`src/rtl/hcx_pkg.sv`:
```
// Shared encodings for the hcx stack core: opcode classes, ALU ops, jump conditions, FSM states.
package hcx_pkg;

    localparam logic [3:0] OpLdInd = 4'b1000;
    localparam logic [3:0] OpLdImm = 4'b1001;
    localparam logic [3:0] OpPop   = 4'b1010;
    localparam logic [3:0] OpJmp   = 4'b1110;
    localparam logic [7:0] OpHalt  = 8'hC0;

    typedef enum logic [2:0] {
        AluC,
        AluA,
        AluAdd,
        AluSub,
        AluAnd,
        AluOr,
        AluXor,
        AluNot
    } alu_op_e;

    localparam logic [2:0] JmpAlways = 3'b000;
    localparam logic [2:0] JmpNever  = 3'b001;
    localparam logic [2:0] JmpC      = 3'b010;
    localparam logic [2:0] JmpNc     = 3'b011;
    localparam logic [2:0] JmpZ      = 3'b100;
    localparam logic [2:0] JmpNz     = 3'b101;

    typedef enum logic [1:0] {
        StFetch,
        StExec,
        StHalt
    } state_e;

endpackage

```
`src/rtl/hcx_alu.sv`:
```
// Combinational ALU for the hcx core; carry is only meaningful for add/sub.
module hcx_alu
    import hcx_pkg::*;
#(
    parameter int unsigned DATA_W = 4
) (
    input  logic [DATA_W-1:0] a,
    input  logic [DATA_W-1:0] b,
    input  logic [DATA_W-1:0] c,
    input  alu_op_e           op,
    output logic [DATA_W-1:0] result,
    output logic              carry
);

    logic [DATA_W:0] sum;

    always_comb begin
        sum    = '0;
        result = '0;
        carry  = 1'b0;
        case (op)
            AluC:   result = c;
            AluA:   result = a;
            AluAdd: begin
                sum    = {1'b0, a} + {1'b0, b};
                result = sum[DATA_W-1:0];
                carry  = sum[DATA_W];
            end
            // Carry out of a + ~b + 1 is the no-borrow flag.
            AluSub: begin
                sum    = {1'b0, a} + {1'b0, ~b} + (DATA_W + 1)'(1);
                result = sum[DATA_W-1:0];
                carry  = sum[DATA_W];
            end
            AluAnd: result = a & b;
            AluOr:  result = a | b;
            AluXor: result = a ^ b;
            AluNot: result = ~a;
            default: result = '0;
        endcase
    end

endmodule

```
`src/rtl/hcx_core.sv`:
```
// Tiny stack-machine core: byte instructions fetched over a req/ack port, executed in one cycle
// against a small register stack, carry/zero flags and an internal data RAM.
module hcx_core
    import hcx_pkg::*;
#(
    parameter int unsigned DATA_W      = 4,
    parameter int unsigned STACK_DEPTH = 3,
    parameter int unsigned PC_W        = 12,
    parameter int unsigned RAM_AW      = 4
) (
    input  logic                          clk,
    input  logic                          reset,
    output logic                          imem_req,
    output logic [PC_W-1:0]               imem_addr,
    input  logic                          imem_ack,
    input  logic [7:0]                    imem_rdata,
    output logic                          halted,
    output logic [PC_W-1:0]               pc_out,
    output logic [DATA_W*STACK_DEPTH-1:0] stack_out,
    output logic [1:0]                    flags_out
);

    localparam int unsigned RamDepth = 2 ** RAM_AW;

    state_e            state_q, state_d;
    logic [PC_W-1:0]   pc_q, pc_d, pc_inc;
    logic [7:0]        ir_q, ir_d;
    logic [DATA_W-1:0] stack_q [STACK_DEPTH];
    logic [DATA_W-1:0] stack_d [STACK_DEPTH];
    logic              carry_q, carry_d;
    logic              zero_q, zero_d;
    logic [DATA_W-1:0] ram [RamDepth];

    logic              ram_we;
    logic [RAM_AW-1:0] st_addr, ld_addr;
    logic [DATA_W-1:0] imm, push_data, alu_result;
    logic              alu_carry, push_en, pop_en, jmp_taken;
    alu_op_e           alu_op;

    assign alu_op  = alu_op_e'(ir_q[6:4]);
    assign st_addr = RAM_AW'(ir_q[3:0]);
    assign ld_addr = RAM_AW'({stack_q[1], stack_q[0]});
    assign imm     = DATA_W'(ir_q[3:0]);
    assign pc_inc  = pc_q + PC_W'(1);

    hcx_alu #(
        .DATA_W (DATA_W)
    ) u_alu (
        .a      (stack_q[0]),
        .b      (stack_q[1]),
        .c      (stack_q[2]),
        .op     (alu_op),
        .result (alu_result),
        .carry  (alu_carry)
    );

    always_comb begin
        jmp_taken = 1'b0;
        case (ir_q[2:0])
            JmpAlways: jmp_taken = 1'b1;
            JmpNever:  jmp_taken = 1'b0;
            JmpC:      jmp_taken = carry_q;
            JmpNc:     jmp_taken = !carry_q;
            JmpZ:      jmp_taken = zero_q;
            JmpNz:     jmp_taken = !zero_q;
            default:   jmp_taken = 1'b0;
        endcase
    end

    always_comb begin
        state_d   = state_q;
        pc_d      = pc_q;
        ir_d      = ir_q;
        carry_d   = carry_q;
        zero_d    = zero_q;
        ram_we    = 1'b0;
        push_en   = 1'b0;
        pop_en    = 1'b0;
        push_data = '0;
        stack_d   = stack_q;

        unique case (state_q)
            StFetch: begin
                if (imem_ack) begin
                    ir_d    = imem_rdata;
                    state_d = StExec;
                end
            end
            StExec: begin
                state_d = StFetch;
                pc_d    = pc_inc;
                if (!ir_q[7]) begin
                    ram_we = 1'b1;
                    zero_d = (alu_result == '0);
                    if (alu_op == AluAdd || alu_op == AluSub) begin
                        carry_d = alu_carry;
                    end
                end else if (ir_q[7:4] == OpLdInd) begin
                    push_en   = 1'b1;
                    push_data = ram[ld_addr];
                end else if (ir_q[7:4] == OpLdImm) begin
                    push_en   = 1'b1;
                    push_data = imm;
                end else if (ir_q[7:4] == OpPop) begin
                    pop_en = 1'b1;
                end else if (ir_q[7:4] == OpJmp && !ir_q[3]) begin
                    if (jmp_taken) begin
                        pc_d = PC_W'({stack_q[2], stack_q[1], stack_q[0]});
                    end
                end else if (ir_q == OpHalt) begin
                    pc_d    = pc_q;
                    state_d = StHalt;
                end
            end
            StHalt:  state_d = StHalt;
            default: state_d = StFetch;
        endcase

        if (push_en) begin
            for (int unsigned i = 1; i < STACK_DEPTH; i++) begin
                stack_d[i] = stack_q[i-1];
            end
            stack_d[0] = push_data;
        end else if (pop_en) begin
            for (int unsigned i = 0; i + 1 < STACK_DEPTH; i++) begin
                stack_d[i] = stack_q[i+1];
            end
            stack_d[STACK_DEPTH-1] = '0;
        end
    end

    always_ff @(posedge clk) begin
        if (reset) begin
            state_q <= StFetch;
            pc_q    <= '0;
            ir_q    <= '0;
            carry_q <= 1'b0;
            zero_q  <= 1'b0;
            for (int unsigned i = 0; i < STACK_DEPTH; i++) begin
                stack_q[i] <= '0;
            end
        end else begin
            state_q <= state_d;
            pc_q    <= pc_d;
            ir_q    <= ir_d;
            carry_q <= carry_d;
            zero_q  <= zero_d;
            stack_q <= stack_d;
        end
    end

    // RAM keeps its contents across reset; a store coinciding with reset is dropped.
    always_ff @(posedge clk) begin
        if (ram_we && !reset) begin
            ram[st_addr] <= alu_result;
        end
    end

    assign imem_req  = (state_q == StFetch) && !reset;
    assign imem_addr = pc_q;
    assign pc_out    = pc_q;
    assign halted    = (state_q == StHalt);
    assign flags_out = {carry_q, zero_q};

    for (genvar g = 0; g < STACK_DEPTH; g++) begin : g_stack_out
        assign stack_out[g*DATA_W +: DATA_W] = stack_q[g];
    end

endmodule

```
`config.mk`:
```
export PLATFORM = sky130hd
export DESIGN_NAME = hcx_core
export DESIGN_NICKNAME = d
export VERILOG_FILES = /design/src/rtl/hcx_pkg.sv /design/src/rtl/hcx_alu.sv /design/src/rtl/hcx_core.sv
export SDC_FILE = /design/constraint.sdc
export NUM_CORES = 1
export LEC_CHECK = 0
export BUFFER_PORTS_ARGS = -buffer_cell sky130_fd_sc_hd__buf_2
export CORE_ASPECT_RATIO = 0.75
export CORE_UTILIZATION = 37
export CTS_CLUSTER_DIAMETER = 40
export DETAILED_ROUTE_END_ITERATION = 8
export HOLD_SLACK_MARGIN = 0.12
export PLACE_DENSITY = 0.58
export SKIP_CTS_REPAIR_TIMING = 1
export SLEW_MARGIN = 10
export SYNTH_ARGS = -nofsm -noshare
export SYNTH_HDL_FRONTEND = slang
export SYNTH_HIERARCHICAL = 1
export SYNTH_SLANG_ARGS = --single-unit
```
`constraint.sdc`:
```
create_clock -name clk -period 2.9 [get_ports clk]
set_input_delay 0 -clock clk [delete_from_list [all_inputs] [get_ports clk]]
set_output_delay 0 -clock clk [all_outputs]
set_load 0.01 [all_outputs]
```
# --- Yosys cells after proc, flatten, opt, wreduce, memory -nomap -nowiden ---
# Memories as Yosys holds them, arrays and structs flattened. A register that Yosys moved wholly into a read port is not among the register bits.
# Index checks and enable logic that the tools add are counted.
# Widths: inputs -> output; s select.
word_totals:
  register_bits: 36
  latchBits: 0
  ramBits: 64
  rom_bits: 0
  in_bits: 11
  output_inout_bits: 40
  elab_cells: 95
  mem_count: 1
memory_table:
  columns: ["name", "words", "word_bits", "read_ports", "rd_clocked_by_memory_dff", "wr", "line_no", "source"]
  rows:
  - ["ram", 16, 4, 1, 1, 1, "hcx_core.sv:32", "logic [DATA_W-1:0] ram [RamDepth];"]
classes:
  add_sub_neg: 4
  mul: 0
  div: 0
  order_cmp: 0
  eq_ne: 20
  shifts: 0
  muxes: 39
  n_bitwise: 6
  reduce_logical: 17
op_table:
  columns: ["operator", "count"]
  rows:
  - ["$mux 12", 9]
  - ["$pmux 4 s8", 1]
  - ["$mux 4", 6]
  - ["$eq 3x3->1 const B", 6]
  - ["$eq 4x4->1 const B", 4]
  - ["$mux 2", 7]
  - ["$mux 1", 13]
  - ["$add 12x1->12 const B", 1]
  - ["$eq 3x2->1 const B", 4]
  - ["$add 4x4->5", 2]
  - ["$eq 8x8->1 const B", 1]
  - ["$not 4->4", 2]
  - ["$logic_not 3->1", 2]
  - ["$ne 6x6->1 const B", 1]
  - ["$pmux 2 s3", 1]
  - ["$reduce_and 2->1", 3]
  - ["$add 5x1->5 const B", 1]
  - ["$pmux 1 s5", 1]
  - ["$and 4x4->4", 1]
  - ["$logic_not 1->1", 4]
  - ["$logic_not 4->1", 1]
  - ["$or 4x4->4", 1]
  - ["$xor 4x4->4", 1]
  - ["$eq 3x1->1 const B", 1]
  - ["10 further kinds", 12]

# --- Longest topological paths before layout ---
# Gate-level depths: netlist of the first run.
depth:
  word_depth: 10
  ltp_mapped: 11
  mapped_depth_nobuf: 11

# --- Cells and area by module ---
# The synthesis of the first run kept the hierarchy.
by_module_without_submodules:
  columns: ["mod", "n_inst", "cells_per_inst", "area_each_um2", "seq_area_each_um2"]
  rows:
  - ["hcx_core", 1, 371, 4640.7, 2722.6]
  - ["hcx_alu", 1, 81, 626.9, 0.0]

# --- Worst setup path before layout of the first run ---
# OpenSTA, ideal clock, no wires.
synth_path:
  kind: "register to register"
  startpoint: "reg stack_q (netlist bit ld_addr[1])"
  endpoint: "reg zero_q"
  setup_time_ns: 0.132
  t_arrival_ns: 2.415
  t_required_ns: 2.768
  setup_slack_ns: 0.353
  path_stages_with_launch: 10
  n_path_buf: 0
  synth_period_minus_slack_ns: 2.547
  path_cell_list: "dfxtp_1 inv_1 ha_1 a21o_1 a21oi_1 mux2_2 o22ai_1 nor4_1 nand2_1 a21oi_1"
synth_via:
  elab_chain_len: 4
  word_cells_on_any_way: 9
  cone_classes: "3 x add/sub; 1 x mux; 4 x bitwise; 1 x reduce/logical"
synth_lines:
  columns: ["item", "line_no", "source"]
  rows:
  - ["from (decl)", "hcx_core.sv:28", "logic [DATA_W-1:0] stack_q [STACK_DEPTH];"]
  - ["from (signal assigned)", "hcx_core.sv:148", "stack_q <= stack_d;"]
  - ["$add 4x4->5", "hcx_alu.sv:31", "sum = {1'b0, a} + {1'b0, ~b} + (DATA_W + 1)'(1);"]
  - ["$add 5x1->5", "hcx_alu.sv:31", null]
  - ["$pmux 4 s8 (*)", "hcx_alu.sv:21", "case (op)"]
  - ["named net alu_result[3]", "hcx_core.sv:36", "logic [DATA_W-1:0] imm, push_data, alu_result;"]
  - ["$logic_not 4->1 (*)", "hcx_core.sv:94", "zero_d = (alu_result == '0);"]
  - ["to (signal assigned)", "hcx_core.sv:147", "zero_q <= zero_d;"]
  - ["to (decl)", "hcx_core.sv:31", "logic zero_q, zero_d;"]
# The timed path passes the listed nets; every way through them passes the cells marked *.
# A chain may end at the register's enable or synchronous reset.

# --- Final worst setup path of the first run ---
layout_path:
  startpoint: "reg stack_q (netlist bit stack_out[4])"
  endpoint: "reg zero_q"
layout_via:
  elab_chain_len: 5
  word_cells_on_any_way: 9
  cone_classes: "3 x add/sub; 1 x mux; 4 x bitwise; 1 x reduce/logical"
layout_lines:
  columns: ["item", "line_no"]
  rows:
  - ["$not 4->4", "hcx_alu.sv:31"]
  - ["$add 4x4->5", "hcx_alu.sv:31"]
  - ["$add 5x1->5", "hcx_alu.sv:31"]
  - ["$pmux 4 s8 (*)", "hcx_alu.sv:21"]
  - ["named net alu_result[1]", "hcx_core.sv:36"]
  - ["$logic_not 4->1 (*)", "hcx_core.sv:94"]
# Marked as above.

==> run_results.csv, run 1 <==
group,metric,value,unit
outcome,outcome,"complete, no violations",
clock_tree,insertion_delay,350,ps
die,die_area,0.0147,mm^2
die,die_h,105,um
logic_synthesis,yosys_warnings,6,
routing,routed_via_density,5.56,
logic_synthesis,yosysSeqAreaShare,0.517,
timing,final.setup_skew,7.60,ps
min_path,holdCritPathClass,"in -> reg",
timing,maxSlewViolCount,0,
die,ioPinCount,51,
global_route,antenna_found_initial,0,
power_and_ir_drop,p_sw_frac,0.250,
cells_and_area,drive_gt1_frac,0.239,
flow_run,drv_cap,0,
global_route,grt_overflow,0,
die,coreArea,0.0138,mm^2
power_and_ir_drop,pwr-share-seq,0.531,
power_and_ir_drop,p_int,2.29,mW
logic_synthesis,syn-mean-instance-area,11.7,um^2
logic_synthesis,synthTopCellsByCount,"64 x edfxtp_1, 52 x nor2_1, 40 x dfxtp_1",
routing,drc,0,
global_route,grt_max_degree,39,
clock_tree,h-tree-depth,3,
global_route,grt_pass1_vias,3545,
timing,timing.final.crit_share,0.911,
timing,worst_slew_pin_slew,765,ps
power_and_ir_drop,power.density,506,mW/mm^2
power_and_ir_drop,p_sw,0.763,mW
cells_and_area,area_growth,14.6,%
clock_tree,cts_root_buffer,"clkbuf_16",
routing,route.vias.total,3784,
power_and_ir_drop,combPwrFrac,0.073,
logic_synthesis,synth_cell_types,65,
logic_synthesis,synth_area_leaders,"edfxtp_1 36%, dfxtp_1 15%, mux4_2 7.7%, nor2_1 3.7%, mux2i_1 3.2%",
die,dieWidth,140,um
clock_tree,cts_tree,"built",
logic_synthesis,syn_nets,478,
logic_synthesis,ys_ff_latch,104,
die,start_util,0.382,
routing,first_iter_violations,290,
routing,firstDrtPassIters,5,
logic_synthesis,synthCells,452,
timing,setup_tns,0,ps
clock_tree,clk_pin_slew,70,ps
worst_setup_path,path_max_fanout,10,
clock_tree,cts_made_buffers,9,
routing,wire_per_inst,19.1,um
placement,routabilityCongestion,0.841,
cells_and_area,antenna_cells,0,
logic_synthesis,synth_most_common_cell,"edfxtp_1",
die,rows,37,
timing,min_period,2640,ps
logic_synthesis,syn_area,0.00527,mm^2
timing,finalHoldViolations,0,
placement,dpl.hpwl,9340,um
timing,fmax,378,MHz
power_and_ir_drop,p_leak,2.17,nW
logic_synthesis,synth_edf_count,64,
power_and_ir_drop,clockPowerShare,0.396,
power_and_ir_drop,vdd_drop_max,0.332,mV
routing,ant_nets,0,
global_route,grt.total_usage,0.184,
clock_tree,cts.sinks,104,
clock_tree,cts_buffer_depth,2,
placement,io_buffers,50,
worst_setup_path,path_class,"reg -> reg",
logic_synthesis,yosysTopAreaCell,"edfxtp_1",
global_route,grt_pass1_wl,20500,um
worst_setup_path,arrival,2930,ps
timing,setup_violations,0,
cells_and_area,fin_util,0.438,
worst_setup_path,startpoint_type,"register",
logic_synthesis,synth_top_area_share,0.365,
routing,wl,13000,um
logic_synthesis,synth_ff_type,"edfxtp_1",
timing,rsz0062_at_grt,"no",
timing,slew_headroom,0.486,
worst_setup_path,setup.worst_path.end_class,"register",
logic_synthesis,async_reset_ff_frac,0,
cells_and_area,fin_nets,527,
worst_setup_path,required,3190,ps
## metal layers
| layer | up-vias | share of wire | wire [um] | track usage |
|---|---|---|---|---|
| li1 | 1774 | - | - | - |
| met1 | 1873 | 0.51 | 6600 | 0.287 |
| met2 | 130 | 0.43 | 5540 | 0.253 |
| met3 | 7 | 0.056 | 724 | 0.0323 |
| met4 | 0 | 0.0096 | 125 | 0.0557 |
| met5 | - | 0 | 0 | 0 |
## worst max-delay path, cell delays in order, from the launching register on
cell,delay (ps)
dfxtp_1,490
ha_1,260
inv_1,70
fa_1,480
inv_1,40
mux4_2,440
nor2_1,90
nor2_1,170
nor4_1,320
nand2_1,80
a21oi_1,130
## area by class of cell
| cell class | count | area (um^2) |
|---|---|---|
| Clock buffer | 9 | 225 |
| Clock inverter | 7 | 71.3 |
| Multi-Input combinational cell | 284 | 2200 |
| Timing Repair Buffer | 78 | 505 |
| Tap cell | 175 | 219 |
| Inverter | 24 | 90.1 |
| Sequential cell | 104 | 2720 |
| Fill cell | 1298 | 7760 |
## metrics by stage
step                setup slack [ps]  std cells  power [mW]  hold WS, ps  cell area, um^2
CTS                              290        673        3.06         -135             5960
global route                    99.5        681        3.15          211             6040
detailed placement               326        657        1.87          236             5660
finish                           257        681        3.06          197             6040
floorplan                        353        452        1.80          139             5270
global placement                 361        657        1.87          234             5660
## cell families (layout without fill, tap and decap cells)
| logic type | Yosys count | in the layout | share of synthesized area |
|---|---|---|---|
| compound gates | 73 | 73 | 0.0976 |
| xor+xnor | 2 | 2 | 0.00333 |
| fa+ha+maj | 15 | 15 | 0.0385 |
| buf+inv | 64 | 118 | 0.0651 |
| flops | 104 | 104 | 0.517 |
| mux | 41 | 41 | 0.126 |
| simple gates | 153 | 153 | 0.153 |
## registers in the layout, summed over array words and instances, names as in the netlist, named ones only
register,flops
ir_q,8
imem_addr,12
ld_addr,4
state_q,2
stack_out,8
zero_q,1
ram,64
carry_q,1
## worst paths after layout
kind	startpoint	end	slack, ps	cells after the start
max	stack_out[4]	zero_q	260	10
min	reset	ir_q[2]	200	3
max reg2reg	stack_out[4]	zero_q	260	10
min reg2reg	imem_addr[10]	imem_addr[10]	500	2
## power groups by stage
stage                     clock network [mW]  registers, mW  logic, mW
after detailed placement                   0           1.66      0.216
after global routing                    1.28           1.63      0.246
after CTS                               1.23           1.62      0.217
after global placement                     0           1.65      0.212
after floorplan                            0           1.64      0.157
final                                   1.21           1.62      0.224
## cell usage in the layout, fill, tap and decap left out, types with 7 or more instances in the layout
cell / synthesis / layout
edfxtp_1: 64 / 64
nor2_1: 52 / 52
buf_2: 9 / 50
dfxtp_1: 40 / 40
inv_1: 23 / 23
nand2_1: 22 / 22
a21oi_1: 19 / 19
mux4_2: 18 / 18
buf_4: 16 / 18
mux2i_1: 17 / 17
nor3_1: 15 / 15
ha_1: 13 / 13
nor2b_1: 10 / 10
nand3_1: 10 / 10
o21ai_0: 10 / 10
clkbuf_16: 0 / 9
dlygate4sd3_1: 0 / 8
nand4_1: 7 / 7
nor4_1: 7 / 7
nand2b_1: 7 / 7
Power figures use the tool's default switching activity.
==> run 2, diff against run 1 <==
- clock period: 2.9 -> 2.7 ns (I/O delays scaled with it)
==> run_results.csv, run 2 (synthesis gave the netlist of run 1 again) <==
group,metric,value,unit
outcome,outcome,"complete, no violations",
worst_setup_path,rrSetupSlack,220,ps
die,rows,37,
timing,min_period,2480,ps
clock_tree,h-tree-depth,3,
flow_run,drv_cap,0,
worst_setup_path,path_class,"reg -> reg",
power_and_ir_drop,power.density,551,mW/mm^2
cells_and_area,largest-register,"ram",
global_route,grt_pass1_vias,3562,
timing,finalHoldViolations,0,
min_path,holdCritPathClass,"in -> reg",
placement,routabilityCongestion,0.904,
die,die_area,0.0147,mm^2
timing,fmax,404,MHz
timing,setup_violations,0,
timing,slew_headroom,0.487,
die,die_h,105,um
global_route,grt_pass1_wl,21100,um
cells_and_area,area_growth,16.6,%
routing,wl,13500,um
routing,first_iter_violations,377,
timing,setup_tns,0,ps
worst_setup_path,startpoint_type,"register",
clock_tree,cts.sinks,104,
cells_and_area,final_cell_mix,"64 x edfxtp_1, 52 x nor2_1, 50 x buf_2",
placement,dpl.hpwl,9650,um
global_route,antenna_found_initial,0,
routing,drc,0,
cells_and_area,largest_register_ffs,64,
global_route,grt.total_usage,0.191,
die,coreArea,0.0138,mm^2
clock_tree,clk_pin_slew,80,ps
worst_setup_path,setup.worst_path.end_class,"register",
timing,final.setup_skew,15.3,ps
cells_and_area,antenna_cells,0,
clock_tree,cts_root_buffer,"clkbuf_16",
power_and_ir_drop,vdd_drop_max,0.380,mV
placement,io_buffers,50,
routing,routed_via_density,5.61,
die,dieWidth,140,um
routing,wire_per_inst,19.5,um
global_route,grt_max_degree,32,
routing,route.vias.total,3889,
worst_setup_path,arrival,2770,ps
timing,maxSlewViolCount,0,
clock_tree,cts_tree,"built",
die,start_util,0.382,
power_and_ir_drop,p_leak,2.24,nW
timing,worst_slew_pin_slew,764,ps
cells_and_area,drive_gt1_frac,0.243,
timing,timing.final.crit_share,0.917,
clock_tree,cts_buffer_depth,2,
routing,ant_nets,0,
global_route,grt_overflow,0,
cells_and_area,fill_cells,1291,
timing,hold-worst-slack,228,ps
clock_tree,insertion_delay,360,ps
cells_and_area,fin_nets,539,
worst_setup_path,required,2990,ps
worst_setup_path,path_max_fanout,6,
cells_and_area,final_common_cell,"edfxtp_1",
clock_tree,cts_made_buffers,9,
routing,firstDrtPassIters,5,
die,ioPinCount,51,
timing,rsz0062_at_grt,"no",
cells_and_area,fin_util,0.445,
==> run 2: cell count changes in the layout (fill, tap and decap cells not counted), sizes merged <==
cell         change
dlygate4sd3      +7
buf              +5
clkinv           -2
clkinvlp         -1
inv              +3
==> run 2: through the flow <==
step | std cells | total power, mW | cell area (um^2) | worst slack, ps
2_1_floorplan | 452 | 1.93 | 5270 | 153
3_3_place_gp | 662 | 2.01 | 5670 | 304
3_5_place_dp | 662 | 2.01 | 5670 | 243
4_1_cts | 678 | 3.40 | 5990 | 230
5_1_grt | 693 | 3.50 | 6140 | 46.6
6_report | 693 | 3.39 | 6140 | 225
==> run 2: worst max-delay path, cell delays in order (launching register included) <==
cell and delay (ps):
dfxtp_1 420, ha_1 240, inv_1 70, fa_1 470
inv_1 40, mux4_2 470, nor2_1 110, nor2_1 70
nor4_1 300, nand2_1 80, a21oi_1 140
==> run 2: cell type report <==
type	instances	area (um^2)	area share
inverters	24	90.1	0.0147
clock buffers	9	225	0.0367
flip-flops and latches	104	2720	0.443
clock inverters	7	96.3	0.0157
well taps	175	219	0.0356
multi-input cells	284	2200	0.358
repair buffers	90	588	0.0957
==> run 2: layer usage <==
metal  share of wire  vias to the layer above  global-route usage  routed length, um
li1                -                     1811                   -                  -
met1            0.53                     1961               0.304               7140
met2            0.41                      109               0.258               5480
met3           0.056                        8              0.0436                749
met4          0.0086                        0              0.0463                116
met5               0                        -                   0                  0
==> run 2: report_power, final <==
part | total (mW) | leakage (nW) | internal, mW | switching (mW)
sequential | 1.75 | 0.913 | 1.71 | 0.0381
clock | 1.39 | 0.156 | 0.688 | 0.703
combinational | 0.250 | 1.17 | 0.108 | 0.143
==> run 2: final timing paths <==
check,from,end,cells past startpoint
min reg2reg,imem_addr[10],imem_addr[10],2
max reg2reg,stack_out[4],zero_q,10
max,stack_out[4],zero_q,10
min,imem_ack,state_q[0],4
